--- config.mk ---
export PLATFORM = sky130hd
export DESIGN_NAME = image_blur_full
export DESIGN_NICKNAME = d
export VERILOG_FILES = /design/src/rtl/blur_pkg.sv /design/src/rtl/image_blur_mac.sv /design/src/rtl/image_blur_full.sv
export SDC_FILE = /design/constraint.sdc
export NUM_CORES = 1
export LEC_CHECK = 0
export CAP_MARGIN = 0
export CORE_AREA = 2 2 105 107
export DETAILED_ROUTE_END_ITERATION = 12
export DIE_AREA = 0 0 107 109
export PLACE_DENSITY = 0.79
export REMOVE_ABC_BUFFERS = 1
export SLEW_MARGIN = 10
export SYNTH_ARGS = -nofsm -noshare
export SYNTH_HDL_FRONTEND = slang
export SYNTH_SLANG_ARGS = --single-unit
--- constraint.sdc ---
create_clock -name clk_in -period 5 [get_ports clk_in]
set_input_delay 1 -clock clk_in [delete_from_list [all_inputs] [get_ports clk_in]]
set_output_delay 1 -clock clk_in [all_outputs]
set_load 0.01 [all_outputs]
--- src/rtl/blur_pkg.sv ---
// Shared constants for the 3x3 Gaussian blur stage: kernel weights, tap offsets
// in issue order, normalisation shift and source BRAM read latency.
package blur_pkg;

  typedef enum logic {
    IDLE = 1'b0,
    RUN  = 1'b1
  } blur_state_t;

  localparam int NUM_TAPS     = 9;
  localparam int NORM_SHIFT   = 4;
  localparam int READ_LATENCY = 2;

  localparam logic [3:0] LAST_TAP = 4'd8;

  // Tap order: dy = -1..1 outer, dx = -1..1 inner
  localparam logic [2:0] KERNEL_W [NUM_TAPS] = '{
    3'd1, 3'd2, 3'd1,
    3'd2, 3'd4, 3'd2,
    3'd1, 3'd2, 3'd1
  };

  localparam logic signed [1:0] TAP_DX [NUM_TAPS] = '{
    -2'sd1, 2'sd0, 2'sd1,
    -2'sd1, 2'sd0, 2'sd1,
    -2'sd1, 2'sd0, 2'sd1
  };

  localparam logic signed [1:0] TAP_DY [NUM_TAPS] = '{
    -2'sd1, -2'sd1, -2'sd1,
     2'sd0,  2'sd0,  2'sd0,
     2'sd1,  2'sd1,  2'sd1
  };

endpackage

--- src/rtl/image_blur_mac.sv ---
// Tap-indexed weighted accumulator for the blur stage: clears on tap 0, emits
// the normalised pixel on tap 8. Define BLUR_ROUND_EN for round-half-up output.
module blur_mac
  import blur_pkg::*;
#(
  parameter int BIT_DEPTH = 8
) (
  input  logic                 clk_in,
  input  logic                 rst_in,
  input  logic                 tap_vld,
  input  logic [3:0]           tap_idx,
  input  logic [BIT_DEPTH-1:0] pix_in,
  output logic [BIT_DEPTH-1:0] pix_out,
  output logic                 pix_done
);

  localparam int ACC_W = BIT_DEPTH + 4;

  logic [ACC_W-1:0] acc_p0;
  logic [ACC_W-1:0] sum;

  // Kernel sum is 16, so the shifted result always fits BIT_DEPTH bits
  function automatic logic [BIT_DEPTH-1:0] normalise(input logic [ACC_W-1:0] s);
    logic [ACC_W:0] t;
`ifdef BLUR_ROUND_EN
    t = {1'b0, s} + (ACC_W+1)'(1 << (NORM_SHIFT - 1));
`else
    t = {1'b0, s};
`endif
    return t[NORM_SHIFT +: BIT_DEPTH];
  endfunction

  always_comb begin
    sum = ((tap_idx == 4'd0) ? '0 : acc_p0)
        + ACC_W'(pix_in) * ACC_W'(KERNEL_W[tap_idx]);
  end

  // Stage p0: accumulate; result registered on the final tap
  always_ff @(posedge clk_in) begin
    if (!rst_in) begin
      acc_p0   <= '0;
      pix_out  <= '0;
      pix_done <= 1'b0;
    end else begin
      pix_done <= 1'b0;
      if (tap_vld) begin
        acc_p0 <= sum;
        if (tap_idx == LAST_TAP) begin
          pix_out  <= normalise(sum);
          pix_done <= 1'b1;
        end
      end
    end
  end

endmodule

--- src/rtl/image_blur_full.sv ---
// BRAM-to-BRAM 3x3 Gaussian blur with edge clamping, one output per 9 cycles.
// Optional BLUR_ROUND_EN selects round-half-up normalisation inside blur_mac.
module image_blur_full
  import blur_pkg::*;
#(
  parameter int BIT_DEPTH = 8,
  parameter int WIDTH     = 64,
  parameter int HEIGHT    = 64
) (
  input  logic                                 clk_in,
  input  logic                                 rst_in,
  output logic [$clog2(WIDTH*HEIGHT)-1:0]      ext_read_addr,
  output logic                                 ext_read_addr_valid,
  input  logic [BIT_DEPTH-1:0]                 ext_pixel_in,
  output logic [$clog2(WIDTH*HEIGHT)-1:0]      ext_write_addr,
  output logic                                 ext_write_valid,
  output logic [BIT_DEPTH-1:0]                 ext_pixel_out,
  input  logic                                 start_in,
  output logic                                 blur_done,
  output logic                                 busy_out
);

  localparam int NPIX = WIDTH * HEIGHT;
  localparam int AW   = $clog2(NPIX);
  localparam int XW   = (WIDTH  > 1) ? $clog2(WIDTH)  : 1;
  localparam int YW   = (HEIGHT > 1) ? $clog2(HEIGHT) : 1;

  blur_state_t state, state_nxt;
  logic        issue_en;
  logic        rd_active;
  logic [XW-1:0] cx, tx;
  logic [YW-1:0] cy, ty;
  logic [3:0]    tap, tap_iss;
  logic [AW-1:0] rd_addr;
  logic          vld_p0, vld_p1;
  logic [3:0]    tap_p0, tap_p1;
  logic          last_tap_p1;
  logic [AW-1:0] wr_cnt;

  always_ff @(posedge clk_in) begin
    if (!rst_in) state <= IDLE;
    else         state <= state_nxt;
  end

  always_comb begin
    state_nxt = state;
    case (state)
      IDLE:    if (start_in)  state_nxt = RUN;
      RUN:     if (blur_done) state_nxt = IDLE;
      default: state_nxt = IDLE;
    endcase
  end

  // The first tap is issued on the start edge itself so reads begin in cycle 1
  always_comb begin
    issue_en = ((state == IDLE) && start_in) || ((state == RUN) && rd_active);
    busy_out = (state == RUN);
  end

  always_comb begin
    tx = cx;
    ty = cy;
    if (TAP_DX[tap] < 0) begin
      if (cx != '0) tx = cx - XW'(1);
    end else if (TAP_DX[tap] > 0) begin
      if (cx != XW'(WIDTH - 1)) tx = cx + XW'(1);
    end
    if (TAP_DY[tap] < 0) begin
      if (cy != '0) ty = cy - YW'(1);
    end else if (TAP_DY[tap] > 0) begin
      if (cy != YW'(HEIGHT - 1)) ty = cy + YW'(1);
    end
    rd_addr = AW'(ty) * AW'(WIDTH) + AW'(tx);
  end

  always_ff @(posedge clk_in) begin
    if (!rst_in) begin
      cx                  <= '0;
      cy                  <= '0;
      tap                 <= '0;
      tap_iss             <= '0;
      rd_active           <= 1'b0;
      ext_read_addr       <= '0;
      ext_read_addr_valid <= 1'b0;
    end else begin
      ext_read_addr_valid <= issue_en;
      if (issue_en) begin
        ext_read_addr <= rd_addr;
        tap_iss       <= tap;
        rd_active     <= 1'b1;
        if (tap == LAST_TAP) begin
          tap <= '0;
          if (cx == XW'(WIDTH - 1)) begin
            cx <= '0;
            if (cy == YW'(HEIGHT - 1)) begin
              cy        <= '0;
              rd_active <= 1'b0;
            end else begin
              cy <= cy + YW'(1);
            end
          end else begin
            cx <= cx + XW'(1);
          end
        end else begin
          tap <= tap + 4'd1;
        end
      end
    end
  end

  // Stage p0/p1: tag pipe matching the two-cycle BRAM read latency
  always_ff @(posedge clk_in) begin
    if (!rst_in) begin
      vld_p0 <= 1'b0;
      vld_p1 <= 1'b0;
    end else begin
      vld_p0 <= ext_read_addr_valid;
      vld_p1 <= vld_p0;
    end
  end

  always_ff @(posedge clk_in) begin
    tap_p0 <= tap_iss;
    tap_p1 <= tap_p0;
  end

  assign last_tap_p1 = vld_p1 && (tap_p1 == LAST_TAP);

  // Stage p2: write address and frame-end strobe line up with the MAC result
  always_ff @(posedge clk_in) begin
    if (!rst_in) begin
      wr_cnt         <= '0;
      ext_write_addr <= '0;
      blur_done      <= 1'b0;
    end else begin
      blur_done <= 1'b0;
      if (last_tap_p1) begin
        ext_write_addr <= wr_cnt;
        if (wr_cnt == AW'(NPIX - 1)) begin
          blur_done <= 1'b1;
          wr_cnt    <= '0;
        end else begin
          wr_cnt <= wr_cnt + AW'(1);
        end
      end
    end
  end

  blur_mac #(
    .BIT_DEPTH (BIT_DEPTH)
  ) u_mac (
    .clk_in   (clk_in),
    .rst_in   (rst_in),
    .tap_vld  (vld_p1),
    .tap_idx  (tap_p1),
    .pix_in   (ext_pixel_in),
    .pix_out  (ext_pixel_out),
    .pix_done (ext_write_valid)
  );

endmodule

Word-level counts from Yosys, hierarchy flattened
Memory sizes are Yosys's and may differ from the RTL's.
Cells that the tools add are included.

word-level totals
  output and inout port bits = 36
  ROM bits = 112
  bits of input ports = 11
  memories = 3
  register bits = 91

cells by class
  magnitude comparators = 6
  add/subtract/negate cells = 8
  equal/unequal tests = 7
  reduce and logical (&&, ||, !) cells = 12
  $mul = 1
  mux-type cells = 27
  bitwise gates (word level) = 3

memory list
  memory           words  bits a word  rd ports  clocked after memory_dff  wr ports  line                   text
  (no name shown)  16     3            1         0                         0         image_blur_mac.sv:35   + ACC_W'(pix_in) * ACC_W'(KERNEL_W[tap_idx]);
  (no name shown)  16     2            1         0                         0         image_blur_full.sv:70  end else if (TAP_DY[tap] > 0) begin
  (no name shown)  16     2            1         0                         0         image_blur_full.sv:65  end else if (TAP_DX[tap] > 0) begin

operator list
  operator                                                       count
  2-to-1 mux 6 bit                                               10
  2-to-1 mux 12 bit                                              2
  adder 12 x 1 -> 12 bit, second input constant                  1
  adder 12 x 11 -> 12 bit                                        1
  adder 12 x 6 -> 12 bit                                         1
  adder 6 x 1 -> 6 bit, second input constant                    2
  == test 12 bit, second input constant                          1
  == test 6 bit, second input constant                           2
  != test 6 bit, second input constant                           2
  nonzero test 6 bit                                             2
  subtractor 6 x 1 -> 6 bit, second input constant               2
  multiplier 8 x 3 -> 11 bit                                     1
  >= comparator 5 bit, second input constant                     2
  inverter 4 -> 5 bit                                            2
  == test 4 bit, second input constant                           2
  2-to-1 mux 2 bit                                               4
  AND reduction 2 bit                                            4
  2-to-1 mux 1 bit                                               7
  2-to-1 mux 3 bit                                               2
  adder 4 x 1 -> 4 bit, second input constant                    1
  greater-than comparator 2 x 1 -> 1 bit, second input constant  2
  logical NOT 4 bit                                              1
  < comparator 2 x 1 -> 1 bit, second input constant             2
  2-to-1 mux 4 bit                                               1
  5 further kinds                                                7

Longest topological paths before layout
Gate-level depths: netlist of the first run.

  word-level depth = 8
  mapped depth = 13
  depth with buffers taken out = 13

By module
From an unflattened synthesis of the first run, not the netlist that was laid out.

unflattened totals
  cell total of the unflattened synthesis = 646
  area total of the unflattened synthesis = 5447.7 um2

modules (own cells, without submodules)
  module           cells an instance  area each (um2)  seq. area each (um2)  times used
  image_blur_full  407                3495.9           1401.3                1
  blur_mac         239                1951.9           420.4                 1

Least setup slack after synthesis of the first run
Ideal clock, no wire load.

  path kind = reg2reg
  from = register tap_p1[0]
  to = register u_mac.acc_p0[9]
  stages on the path, launching flop included = 12
  clock period less this slack = 3.950 ns
  library setup time = 0.122 ns
  data required time = 4.878 ns
  slack = 1.050 ns
  arrival time = 3.828 ns
  cell sequence = dfxtp_1 > nor4b_1 > nand2_1 > fa_1 > fa_1 > inv_1 > fa_1 > a21o_1 > a221o_1 > a31oi_4 > nor4_1 > a311o_1

on the way
  longest elaborated chain between the ends = 6
  elaborated cells on any way between the ends = 8
  classes of those cells = add/sub (1); mul (1); mux (3); bitwise (1); reduce/logical (1); memory (1)

RTL lines
  item                                                 line                    text
  start: declaration                                   image_blur_full.sv:36   logic [3:0] tap_p0, tap_p1;
  start signal: assignment                             image_blur_full.sv:124  tap_p1 <= tap_p0;
  inverter 4 -> 5 bit (not written as such)            image_blur_mac.sv:35
  memory (16 x 3 bit)                                  n/a
  2-to-1 mux 3 bit (not written as such) (2 in a row)  image_blur_mac.sv:35
  multiplier 8 x 3 -> 11 bit                           image_blur_mac.sv:35
  adder 12 x 11 -> 12 bit (*)                          image_blur_mac.sv:35
  end signal: assignment                               image_blur_mac.sv:47    acc_p0 <= sum;
  end: declaration                                     image_blur_mac.sv:19    logic [ACC_W-1:0] acc_p0;

Every way passes the cells marked *; elsewhere a longest branch is shown, timed or not. The select of a mux whose other input is x is not followed.
A chain may end at the register's enable or synchronous reset.

Final worst setup path of the first run
  from = input port ext_pixel_in[0]
  to = register u_mac.acc_p0[9]

on the way
  longest elaborated chain between the ends = 2

RTL lines
  item                        line                   text
  start: declaration          image_blur_full.sv:14  input logic [BIT_DEPTH-1:0] ext_pixel_in,
  multiplier 8 x 3 -> 11 bit  image_blur_mac.sv:35
  adder 12 x 11 -> 12 bit     image_blur_mac.sv:35

Every way passes these cells.

==> results of run 1 <==
## cells in the final DEF, fill, tap and decap left out, types with 10 or more instances in the layout
cell type,n
a21oi_1,47
and2_1,22
clkbuf_8,10
clkdlybuf4s50_1,46
dfxtp_1,91
fa_1,15
ha_1,28
inv_1,33
nand2_1,96
nand3_1,28
nor2_1,46
nor3_1,13
o21ai_0,17
xnor2_1,16
xor2_1,11
## cells in the mapped netlist, types with 3 or more instances
cell type,count
nand2_1,96
dfxtp_1,91
a21oi_1,47
nor2_1,46
inv_1,33
ha_1,28
nand3_1,28
and2_1,22
clkbuf_1,17
o21ai_0,17
xnor2_1,16
fa_1,15
nor3_1,13
xor2_1,11
a21o_1,9
mux2i_1,9
nand4_1,8
and3_1,7
a31oi_1,5
buf_2,5
nor2b_1,5
a211oi_1,4
a32oi_1,4
buf_1,4
o211ai_1,4
a22oi_1,3
nand3b_1,3
o21a_1,3
o31ai_1,3
or2_1,3
## stage by stage
step,hold WS [ns],power (W),util,setup slack [ns]
2_1_floorplan,0.310,0.000858,-,1.02
3_3_place_gp,0.311,0.000912,0.533,0.532
3_5_place_dp,0.312,0.000919,0.533,0.464
4_1_cts,0.334,0.00144,0.553,0.853
5_1_grt,0.338,0.00149,0.553,0.679
6_report,0.332,0.00142,0.553,0.829
## routing by layer
metal | share of wire | vias to the layer above | wire (um)
met5 | 0 | - | 0
met2 | 0.49 | 106 | 5460
met1 | 0.45 | 2020 | 5050
li1 | - | 2155 | -
met4 | 0.025 | 0 | 285
met3 | 0.036 | 23 | 406
## power by group
part	switching [W]	internal, W	leakage [nW]
clock	0.000273	0.000249	0.103
sequential	0.0000106	0.000739	0.737
combinational	0.0000902	0.0000630	1.46
total	0.000374	0.00105	2.30
## area by class of cell
type | instances | area (sq um)
Inverter | 33 | 124
Timing Repair Buffer | 51 | 498
Tap cell | 140 | 175
Multi-Input combinational cell | 454 | 3040
Clock buffer | 10 | 138
Clock inverter | 6 | 72.6
Sequential cell | 91 | 1820
Fill cell | 969 | 4740
## worst min path at each step
stage	startpoint	to	slack, ns	cells after the start
finish	tap_p0[2]	tap_p1[2]	0.33	0
CTS	tap_p0[2]	tap_p1[2]	0.33	0
detailed placement	tap_p0[2]	tap_p1[2]	0.31	0
floorplan	tap_p0[0]	tap_p1[0]	0.31	0
global placement	tap_p0[2]	tap_p1[2]	0.31	0
global route	tap_p0[2]	tap_p1[2]	0.34	0
## sequential cells by signal (all words and copies together), names as in the netlist
name	cells
blur_done	1
busy_out	1
cx	6
cy	6
ext_read_addr	12
ext_read_addr_valid	1
ext_write_addr	12
rd_active	1
tap	4
tap_iss	4
tap_p0	4
tap_p1	4
u_mac.acc_p0	12
u_mac.pix_done	1
u_mac.pix_out	8
vld_p0	1
vld_p1	1
wr_cnt	12
## worst register-to-register path: cells and delay by family, from the launching register on
family | cells | cell delay [ns]
AOI/OAI and AO/OA | 5 | 1.73
and+or+nand+nor | 3 | 0.38
adders and majority gates | 3 | 1.50
DFF | 1 | 0.35
buffers and inverters | 1 | 0.07
## kinds of logic (layout without fill, tap and decap cells)
logic type	after synthesis	after routing	synth area share
AO/OA/AOI/OAI	121	121	0.154
XOR/XNOR	27	27	0.0458
multiplexers	11	11	0.0218
flip-flops	91	91	0.353
adder cells (fa/ha/maj)	43	43	0.126
AND/OR/NAND/NOR	252	252	0.240
buffers and inverters	65	100	0.0585
==> impl_metrics.ini, run 1 <==
[placement]
placed_cell_area_sq_um = 5650
place_congestion = 0.913
dp.cells = 769
io_buffers = 46
place_hpwl_mm = 8.17

[worst_setup_path]
r2r_cells = 12
r2r_setup_slack_ns = 0.88
crit-reg2reg-launch = tap_p1[2]
cpMostUsedCell = fa_1
worst-setup-path-type = in -> reg
worst-path-stages = 11
setup.worst_path.end = u_mac.acc_p0[9]
crit_fanout = 4
required_ns = 5.27
startpoint = ext_pixel_in[0]
critPathBufInv = 2
cpPeakStageDelay_ns = 0.56
arrival_ns = 4.44
end_kind = flip-flop
path_delay_family = adder cells
path_cells = clkdlybuf4s50_1, nand2_1, fa_1, fa_1, inv_1, fa_1, a21o_1, a221o_1, a31oi_4, nor4_1, a311o_1
r2r-end = u_mac.acc_p0[9]
cp_slowest_cell = fa_1
critPathLaunchType = input port

[routing]
routed_wl_mm = 11.2
routedWlPerCell_um = 14.3
first_pass_iters = 5
drt_iter0_markers = 242
vias_per_cell = 5.48
vias = 4304
drtAntennaViolNets = 0
post-route-drc-count = 0

[die]
rows = 38
die_w_um = 107
ios = 47
core-area_sq_um = 10600
dieArea_sq_um = 11700
initial_core_util = 0.487
die_h_um = 109

[final_layout]
final_cells = 785
diodes = 0
fin_nets = 694
area_growth_pct = 13.7
drive_gt1_frac = 0.0496
fin_area_sq_um = 5860

[logic_synthesis]
synth_warnings = 0
ys_top_cells_by_area = dfxtp_1, nand2_1, ha_1
synth_ff_type = dfxtp_1
netlist_area_sq_um = 5160
ys_seq_area_frac = 0.353
syn_inst = 610
synth_seq_cells = 91
async_flop_share = 0
synth_area_leader_cell = dfxtp_1
synth.top_cell.area_share = 0.353
synth_edf_count = 0
synth_area_per_cell_sq_um = 8.46
synth.distinct_cells = 66

[clock_network]
post_cts_buffers = 0
hold_buffers = 0
clock-sinks = 91
ctsHtreeMaxLevel = 3
cts-buffers-inserted = 9
cts_tree = yes
root_buffer = clkbuf_8
clk-insertion-delay-late_ns = 0.37
cts_resized = 0
ctsLongestPathBuffers = 2
path_clk_slew_ns = 0.09

[grt]
grt_max_degree = 36
grt.met3_usage = 0.0395
track_usage = 0.209
overflow = 0
met2_usage = 0.360
use_met1 = 0.258
grt_pass1_wl_mm = 19.7
grt_pass1_vias = 4311
grt_antenna_before_repair = 0
top_usage_layer = met2

[sta]
finalHoldViolCount = 0
slew_headroom = 0.306
rsz0062_at_grt = no
setup_viol_count_final = 0
slew_viol_final = 0
fmax_mhz = 240
fin_setup_tns_ns = 0
finalCritPeriodShare = 0.834
skew_ns = 0.0129
worst_pin_slew_ns = 1.04
min_period_ns = 4.17

[worst_hold_path]
hold_class = reg -> reg

[power_and_ir_drop]
ir_drop_mv = 0.134
power_density_nw_per_um2 = 243
leakagePower_nw = 2.30

[outcome]
outcome = completed

[run]
maxCapViolations = 0
Note: power is estimated with default switching activity, not from simulation.
==> inputs of run 2 (changes only) <==
- clock period: 5 -> 4 ns (I/O delays scaled with it)
==> impl_metrics.ini, run 2 (synthesis gave the netlist of run 1 again) <==
[sta]
worst_pin_slew_ns = 1.04
finalHoldViolCount = 0
finalCritPeriodShare = 0.977
fin_setup_tns_ns = 0
slew_viol_final = 0
slew_headroom = 0.304
skew_ns = 0.00825
setup_viol_count_final = 0
fmax_mhz = 256
min_period_ns = 3.91
whs_ns = 0.329

[worst_setup_path]
r2r-end = u_mac.acc_p0[9]
r2r_cells = 12
cpPeakStageDelay_ns = 0.55
critPathBufInv = 2
crit_fanout = 3
path_delay_family = adder cells
worst-setup-path-type = in -> reg
arrival_ns = 4.15
crit-reg2reg-launch = tap_p1[0]
critPathLaunchType = input port
path_cells = clkdlybuf4s50_1, nand2_1, fa_1, fa_1, inv_1, fa_1, a21o_1, a221o_1, a31oi_4, nor4_1, a311o_1
end_kind = flip-flop
r2r_setup_slack_ns = 0.13
cp_slowest_cell = fa_1
required_ns = 4.24
cpMostUsedCell = fa_1

[grt]
track_usage = 0.205
grt_max_degree = 34
grt_pass1_wl_mm = 19.4
grt_pass1_vias = 4204
grt_antenna_before_repair = 0
overflow = 0

[final_layout]
diodes = 0
fillers = 954
seq_area_sq_um = 1820
fin_area_sq_um = 6000
drive_gt1_frac = 0.0798
area_growth_pct = 16.4
final_cell_mix = nand2_1, dfxtp_1, a21oi_1
fin_util = 0.566
multi_input_area_sq_um = 3050
final_common_cell = nand2_1
fin_nets = 713

[clock_network]
root_buffer = clkbuf_8
ctsHtreeMaxLevel = 3
clock-sinks = 91
ctsLongestPathBuffers = 2
cts-buffers-inserted = 9
clk-insertion-delay-late_ns = 0.35
cts_tree = yes
hold_buffers = 0
path_clk_slew_ns = 0.08
post_cts_buffers = 0
cts_resized = 0

[die]
initial_core_util = 0.487
ios = 47
dieArea_sq_um = 11700
core-area_sq_um = 10600
rows = 38
die_w_um = 107
die_h_um = 109

[power_and_ir_drop]
leakagePower_nw = 2.39
power_density_nw_per_um2 = 293
p_total_w = 0.00176
ir_drop_mv = 0.194

[worst_hold_path]
hold_class = reg -> reg
holdPathStages = 0
hold_end = tap_p1[2]
hold_start = tap_p0[2]

[routing]
drtAntennaViolNets = 0
drt_iter0_markers = 164
vias_per_cell = 5.55
post-route-drc-count = 0
routed_wl_mm = 11.6
first_pass_iters = 4
routedWlPerCell_um = 14.4
vias = 4464

[run]
maxCapViolations = 0

[placement]
io_buffers = 46
place_congestion = 0.864
place_hpwl_mm = 8.46
placed_cell_area_sq_um = 5800

[outcome]
outcome = completed
-- run 2: cell types whose count changed in the layout (fill, tap and decap cells not counted), sizes merged --
cell and delta:
buf +19, inv -1, clkbuf +1
-- run 2: area by class of cell --
| type | count | area share |
|---|---|---|
| Inverter | 33 | 0.0206 |
| Tap cell | 140 | 0.0292 |
| Clock buffer | 11 | 0.0236 |
| Multi-Input combinational cell | 454 | 0.508 |
| Clock inverter | 5 | 0.00875 |
| Sequential cell | 91 | 0.304 |
| Timing Repair Buffer | 70 | 0.107 |
-- run 2: worst max-delay path by stage --
stage / from / end / slack, ns / cells after the start
2_1_floorplan: tap_p1[0] / u_mac.acc_p0[9] / 0.02 / 11
3_3_place_gp: ext_pixel_in[0] / u_mac.acc_p0[9] / -0.18 / 11
3_5_place_dp: ext_pixel_in[0] / u_mac.acc_p0[9] / -0.25 / 11
4_1_cts: tap_p1[0] / u_mac.acc_p0[9] / 0.1 / 12
5_1_grt: tap_p1[0] / u_mac.acc_p0[9] / -0.08 / 12
6_report: ext_pixel_in[0] / u_mac.acc_p0[9] / 0.09 / 11
-- run 2: metrics by stage --
stage | setup WS (ns) | std cells
floorplan | 0.0155 | 578
global placement | -0.178 | 788
detailed placement | -0.255 | 788
CTS | 0.0954 | 804
global route | -0.0751 | 804
finish | 0.0921 | 804
-- run 2: metal layers --
metal,share of wire,up-vias,GRT usage
met5,0,-,0
met4,0.017,0,0.0751
met3,0.044,22,0.0406
met2,0.49,99,0.348
met1,0.45,2152,0.261
li1,-,2191,-
-- run 2: power breakdown --
part	switching, W	total [W]	internal (W)	leakage (nW)
combinational	0.000117	0.000210	0.0000927	1.55
sequential	0.0000134	0.000937	0.000923	0.737
clock	0.000310	0.000613	0.000303	0.0991
